==> src/rtl/op_amp_out_monitor.sv <==
// Windowed output-health monitor for the op-amp sample stream: min, max, mean
// and rail-saturation counts over 2**WIN_LOG2 samples, with a valid/ready result port.
module op_amp_out_monitor #(
  parameter int WIDTH      = 16,
  parameter int WIN_LOG2   = 4,
  parameter int SAT_MARGIN = 0
) (
  input  logic                    clk,
  input  logic                    rst_n,
  input  logic                    sample_en,
  input  logic signed [WIDTH-1:0] sample_in,
  input  logic signed [WIDTH-1:0] vcc,
  input  logic signed [WIDTH-1:0] vee,
  input  logic                    clear,
  output logic                    result_valid,
  input  logic                    result_ready,
  output logic signed [WIDTH-1:0] min_out,
  output logic signed [WIDTH-1:0] max_out,
  output logic signed [WIDTH-1:0] avg_out,
  output logic [WIN_LOG2:0]       sat_hi_count,
  output logic [WIN_LOG2:0]       sat_lo_count,
  output logic                    overrun
);

  localparam int ACC_W = WIDTH + WIN_LOG2;
  localparam int CNT_W = WIN_LOG2 + 1;
  localparam logic [CNT_W-1:0] WIN_LEN = CNT_W'(1 << WIN_LOG2);

  typedef enum logic {IDLE, ACCUM} state_t;

  state_t                  state, state_nxt;
  logic signed [ACC_W-1:0] acc, acc_nxt;
  logic signed [WIDTH-1:0] run_min, run_max, min_nxt, max_nxt, avg_nxt;
  logic [CNT_W-1:0]        cnt, cnt_nxt, hi_cnt, hi_nxt, lo_cnt, lo_nxt;
  logic signed [WIDTH:0]   smp_x, hi_thr, lo_thr;
  logic                    is_hi, is_lo, win_done;

  // One extra bit keeps the guard-banded rail thresholds from wrapping.
  assign smp_x  = (WIDTH+1)'(sample_in);
  assign hi_thr = (WIDTH+1)'(vcc) - (WIDTH+1)'(SAT_MARGIN);
  assign lo_thr = (WIDTH+1)'(vee) + (WIDTH+1)'(SAT_MARGIN);
  assign is_hi  = (smp_x >= hi_thr);
  assign is_lo  = (smp_x <= lo_thr);

  always_comb begin
    state_nxt = state;
    acc_nxt   = acc;
    min_nxt   = run_min;
    max_nxt   = run_max;
    cnt_nxt   = cnt;
    hi_nxt    = hi_cnt;
    lo_nxt    = lo_cnt;
    win_done  = 1'b0;
    if (sample_en) begin
      case (state)
        IDLE: begin
          acc_nxt   = ACC_W'(sample_in);
          min_nxt   = sample_in;
          max_nxt   = sample_in;
          cnt_nxt   = CNT_W'(1);
          hi_nxt    = CNT_W'(is_hi);
          lo_nxt    = CNT_W'(is_lo);
          state_nxt = ACCUM;
        end
        ACCUM: begin
          acc_nxt = acc + ACC_W'(sample_in);
          if (sample_in < run_min) min_nxt = sample_in;
          if (sample_in > run_max) max_nxt = sample_in;
          cnt_nxt = cnt + 1'b1;
          hi_nxt  = hi_cnt + CNT_W'(is_hi);
          lo_nxt  = lo_cnt + CNT_W'(is_lo);
          if (cnt_nxt == WIN_LEN) begin
            win_done  = 1'b1;
            state_nxt = IDLE;
          end
        end
      endcase
    end
  end

  // Mean floors toward -inf via the arithmetic shift, then truncates to WIDTH.
  assign avg_nxt = WIDTH'(acc_nxt >>> WIN_LOG2);

  always_ff @(posedge clk or negedge rst_n) begin
    if (!rst_n)     state <= IDLE;
    else if (clear) state <= IDLE;
    else            state <= state_nxt;
  end

  always_ff @(posedge clk or negedge rst_n) begin
    if (!rst_n) begin
      acc     <= '0;
      run_min <= '0;
      run_max <= '0;
      cnt     <= '0;
      hi_cnt  <= '0;
      lo_cnt  <= '0;
    end else if (clear) begin
      acc     <= '0;
      run_min <= '0;
      run_max <= '0;
      cnt     <= '0;
      hi_cnt  <= '0;
      lo_cnt  <= '0;
    end else begin
      acc     <= acc_nxt;
      run_min <= min_nxt;
      run_max <= max_nxt;
      cnt     <= cnt_nxt;
      hi_cnt  <= hi_nxt;
      lo_cnt  <= lo_nxt;
    end
  end

  always_ff @(posedge clk or negedge rst_n) begin
    if (!rst_n) begin
      result_valid <= 1'b0;
      overrun      <= 1'b0;
      min_out      <= '0;
      max_out      <= '0;
      avg_out      <= '0;
      sat_hi_count <= '0;
      sat_lo_count <= '0;
    end else if (clear) begin
      result_valid <= 1'b0;
      overrun      <= 1'b0;
      min_out      <= '0;
      max_out      <= '0;
      avg_out      <= '0;
      sat_hi_count <= '0;
      sat_lo_count <= '0;
    end else if (win_done && (!result_valid || result_ready)) begin
      result_valid <= 1'b1;
      min_out      <= min_nxt;
      max_out      <= max_nxt;
      avg_out      <= avg_nxt;
      sat_hi_count <= hi_nxt;
      sat_lo_count <= lo_nxt;
    end else if (win_done) begin
      // Consumer still holds the previous result: drop the new one.
      overrun <= 1'b1;
    end else if (result_valid && result_ready) begin
      result_valid <= 1'b0;
    end
  end

endmodule

==> config.mk <==
export PLATFORM = sky130hd
export DESIGN_NAME = op_amp_out_monitor
export DESIGN_NICKNAME = d
export VERILOG_FILES = /design/src/rtl/op_amp_out_monitor.sv
export SDC_FILE = /design/constraint.sdc
export NUM_CORES = 1
export LEC_CHECK = 0
export ABC_AREA = 1
export ABC_CLOCK_PERIOD_IN_PS = 3550
export CAP_MARGIN = 20
export CELL_PAD_IN_SITES_DETAIL_PLACEMENT = 0
export CELL_PAD_IN_SITES_GLOBAL_PLACEMENT = 2
export CORE_MARGIN = 2
export CORE_UTILIZATION = 25
export CTS_CLUSTER_DIAMETER = 50
export CTS_CLUSTER_SIZE = 14
export DETAILED_ROUTE_END_ITERATION = 8
export PLACE_DENSITY_LB_ADDON = 0.12
export SYNTH_ARGS = -nofsm -noshare
export SYNTH_HDL_FRONTEND = slang
export SYNTH_SLANG_ARGS = --single-unit
export TNS_END_PERCENT = 50
==> constraint.sdc <==
create_clock -name clk -period 3.55 [get_ports clk]
set_clock_uncertainty 0.2 [all_clocks]
set_input_delay 0.5325 -clock clk [delete_from_list [all_inputs] [get_ports clk]]
set_output_delay 0.5325 -clock clk [all_outputs]
set_load 0.02 [all_outputs]
==> results.json <==
{
  "run_status": "completed",
  "timing.setup.critical_path_class": "input pin to flop",
  "critical-path-max-stage-delay_ps": 520,
  "postSynth.asyncResetShare": 1.00,
  "hold-path-endpoint": "sat_lo_count[3]",
  "netlist.area_leader.share": 0.388,
  "worst_path_most_repeated_cell": "sky130_fd_sc_hd__nand2_1",
  "floorplan.rows": 66,
  "clock_latency_ps": 450,
  "grt_overflow_total": 0,
  "number_of_detailed_route_iterations_in_the_first_pass": 5,
  "arrival_ps": 3320,
  "ys_dominant_reg_cell": "sky130_fd_sc_hd__dfrtp_1",
  "maxSlewHeadroom": 0.625,
  "yosys.area_share.adder": 0.136,
  "routed_wire_length_per_instance_um": 17.4,
  "whs_path_depth": 2,
  "grt_first_pass_wirelength_um": 45600,
  "multiInputGateArea_sq_mm": 0.00430,
  "rr_endpoint": "avg_out[6]",
  "met3RoutedLength_um": 1040,
  "grt_start_max_net_pins": 84,
  "tightestPinTransition_ps": 562,
  "gp_routability_congestion": 0.834,
  "placed_cell_area_sq_mm": 0.0103,
  "synth-warning-count": 0,
  "cts_tree": "done",
  "simple_logic_cell_fraction_of_the_synthesized_area": 0.273,
  "design_area_sq_mm": 0.0110,
  "netlist-cell-type-count": 42,
  "fmax_mhz": 314,
  "filler_cell_count": 3523,
  "route.detailed.vias_per_inst": 4.44,
  "total_design_power_mw": 4.96,
  "die-width_um": 186,
  "path_cells": "clkdlybuf4s50_1, ha_1, nand2_1, nor2_1, nand2_1, nor3_1, nand2_1, nand3_1, nand2_1, nand3_1, ha_1, buf_4, ha_1, nand3_1, nor2_1, xnor2_1, nor2_1, nand2_1, nand2_1",
  "detailroute.via_count": 7490,
  "top_layer_used": "met4",
  "cts.sink_count": 128,
  "cell_with_the_most_instances_after_synthesis": "sky130_fd_sc_hd__nand2_1",
  "synthMuxAreaShare": 0,
  "timing.critical_path.required_ps": 3680,
  "antenna_cells_inserted": 0,
  "crit_path_top_delay_cell": "sky130_fd_sc_hd__clkdlybuf4s50_1",
  "synthTopCellsByArea": "sky130_fd_sc_hd__dfrtp_1 (39%), sky130_fd_sc_hd__ha_1 (13%), sky130_fd_sc_hd__nand2_1 (13%)",
  "final.period_utilization": 0.897,
  "post-route-drc-count": 0,
  "totalNegativeSetupSlack_ps": 0,
  "critPathCaptureType": "flop",
  "clk_transition_reported_paths_ps": 60,
  "grt_antenna_before_repair": 0,
  "post_synth_instance_area_sq_mm": 0.00825,
  "r2r_cells": 12,
  "wl_met1_um": 14800,
  "report.final.setup_viol": 0,
  "tritoncts.num_buffers": 17,
  "cap_viol_max_count": 0,
  "r2r-start": "acc[0]",
  "netlist.top_cell.by_area": "sky130_fd_sc_hd__dfrtp_1",
  "fp.dieH_um": 186,
  "power_per_cell_area_mw_per_mm2": 453,
  "met2_wirelength_um": 13200,
  "final.min_clock_period_ps": 3180,
  "synth_edf_count": 0,
  "unrepaired_setup_endpoints_after_global_routing": "false",
  "drive_gt1_frac": 0.0867,
  "cellLeakagePower_nw": 5.66,
  "finalMaxSlewViolations": 0,
  "via_count_of_the_first_global_routing_pass": 7657,
  "fp.dieArea_sq_mm": 0.0345,
  "synth_top_family_by_area": "simple AND/OR/NAND/NOR gates",
  "dr.first_iter.drc_count": 291,
  "synth-seq-area-share": 0.388,
  "antenna_left": 0,
  "cts_max_path_buffers": 2,
  "post_synthesis_register_bit_count": 128,
  "compound_cell_area_share_of_the_yosys_netlist": 0.0946,
  "io_buffers": 112,
  "root_buffer": "sky130_fd_sc_hd__clkbuf_16",
  "area.sequential_sq_mm": 0.00320,
  "vdd_ir_drop_max_uv": 334,
  "final_cells": 1688,
  "ios": 113,
  "hold_violations": 0,
  "synth.avg_cell_area_sq_um": 7.68,
  "min_from": "sat_lo_count[3]",
  "core_area_sq_mm": 0.0325,
  "totalWireLength_um": 29300,
  "syn_to_final_growth_pct": 32.7,
  "h_tree_levels": 4,
  "worst-r2r-setup-slack_ps": 770,
  "initial_core_util": 0.254,
  "worstPathMaxFanout": 3,
  "synth.top_cells.by_count": "sky130_fd_sc_hd__nand2_1 (277), sky130_fd_sc_hd__inv_1 (148), sky130_fd_sc_hd__dfrtp_1 (128), sky130_fd_sc_hd__ha_1 (88), sky130_fd_sc_hd__nand3_1 (77)",
  "finish.net_count": 1375,
  "gr-usage-all-layers": 0.178,
  "synthesis.nets": 1217,
  "place_hpwl_um": 22000,
  "post_synth_inst_count": 1075,
  "dp_cells": 1655,
  "critPathLaunchType": "input pin",
  "xor_xnor_portion_of_the_synthesized_cell_area": 0.0170,
  "timing.hold.worst.class": "flop to flop",
  "post-route-util": 0.337
}
==> worst max path at each step <==
stage                       start              end  depth (start not counted)
CTS                 sample_in[11]  sat_lo_count[4]                         18
finish              sample_in[13]  sat_hi_count[4]                         19
global route        sample_in[10]  sat_hi_count[4]                         19
detailed placement  sample_in[11]  sat_lo_count[4]                         18
floorplan                 vcc[15]  sat_hi_count[4]                         18
global placement    sample_in[11]  sat_lo_count[4]                         17
==> cell usage in the layout (no fill, tap or decap), drive strengths merged <==
master,instances
o21a,3
nor3,10
buf,62
clkinv,6
nand4,41
nor4,1
o221a,1
nor2,61
o211ai,1
and3,32
o221ai,1
clkinvlp,2
a211oi,1
clkdlybuf4s50,108
dlymetal6s2s,3
xor2,10
a21oi,58
xnor2,6
dfrtp,128
a31oi,1
nand3b,2
ha,88
a21o,3
o21bai,3
dlygate4sd3,1
nor3b,2
o22ai,3
fa,1
nand2,281
inv,153
clkbuf,18
o21ai,66
bufinv,6
a41oi,1
nand3,79
a221oi,1
a21boi,2
==> cells by family (layout without fill, tap and decap cells) <==
group,count (synthesis),after routing
xor+xnor,16,16
buf+inv,188,359
fa+ha+maj,89,89
flops,128,128
simple gates,509,509
compound gates,145,145
==> worst max-delay path, delay by kind of cell <==
family,cells,cell delay [ps]
XOR/XNOR,1,130
adder cells (fa/ha/maj),3,690
buffers and inverters,2,670
AND/OR/NAND/NOR,13,1290
==> registers in the layout, summed over array words and instances, names as in the netlist, 16 cells and up <==
signal   cells
max_out     16
run_min     16
min_out     16
avg_out     16
acc         20
run_max     16
==> per-stage QoR <==
step	hold slack (ps)	worst slack, ps
after CTS	284	270
after global placement	265	-174
after global routing	293	4.17
after floorplan	36.9	840
after detailed placement	258	-211
final	275	367
==> where the power goes <==
group | internal (mW) | switching, mW
registers | 1.58 | 0.0656
logic | 0.496 | 0.728
clock network | 1.34 | 0.752
==> layer usage <==
layer,vias up,GRT usage
li1,3850,-
met1,3519,0.252
met2,107,0.281
met3,14,0.0337
met4,0,0.0428
met5,-,0
==> final cells by class <==
cell class,count,area share
Clock buffer,18,0.0401
Clock inverter,14,0.0216
Inverter,153,0.0524
Multi-Input combinational cell,759,0.392
Sequential cell,128,0.293
Tap cell,442,0.0505
Timing Repair Buffer,174,0.150
==> timing repair <==
item	4_1_cts	5_1_grt
setup buffers	0	0
endpoints found under the setup margin	0	1
endpoints found under the hold margin	45	0
resized for setup	0	3
hold buffers	1	0
Note: power is estimated with default switching activity, not from simulation.
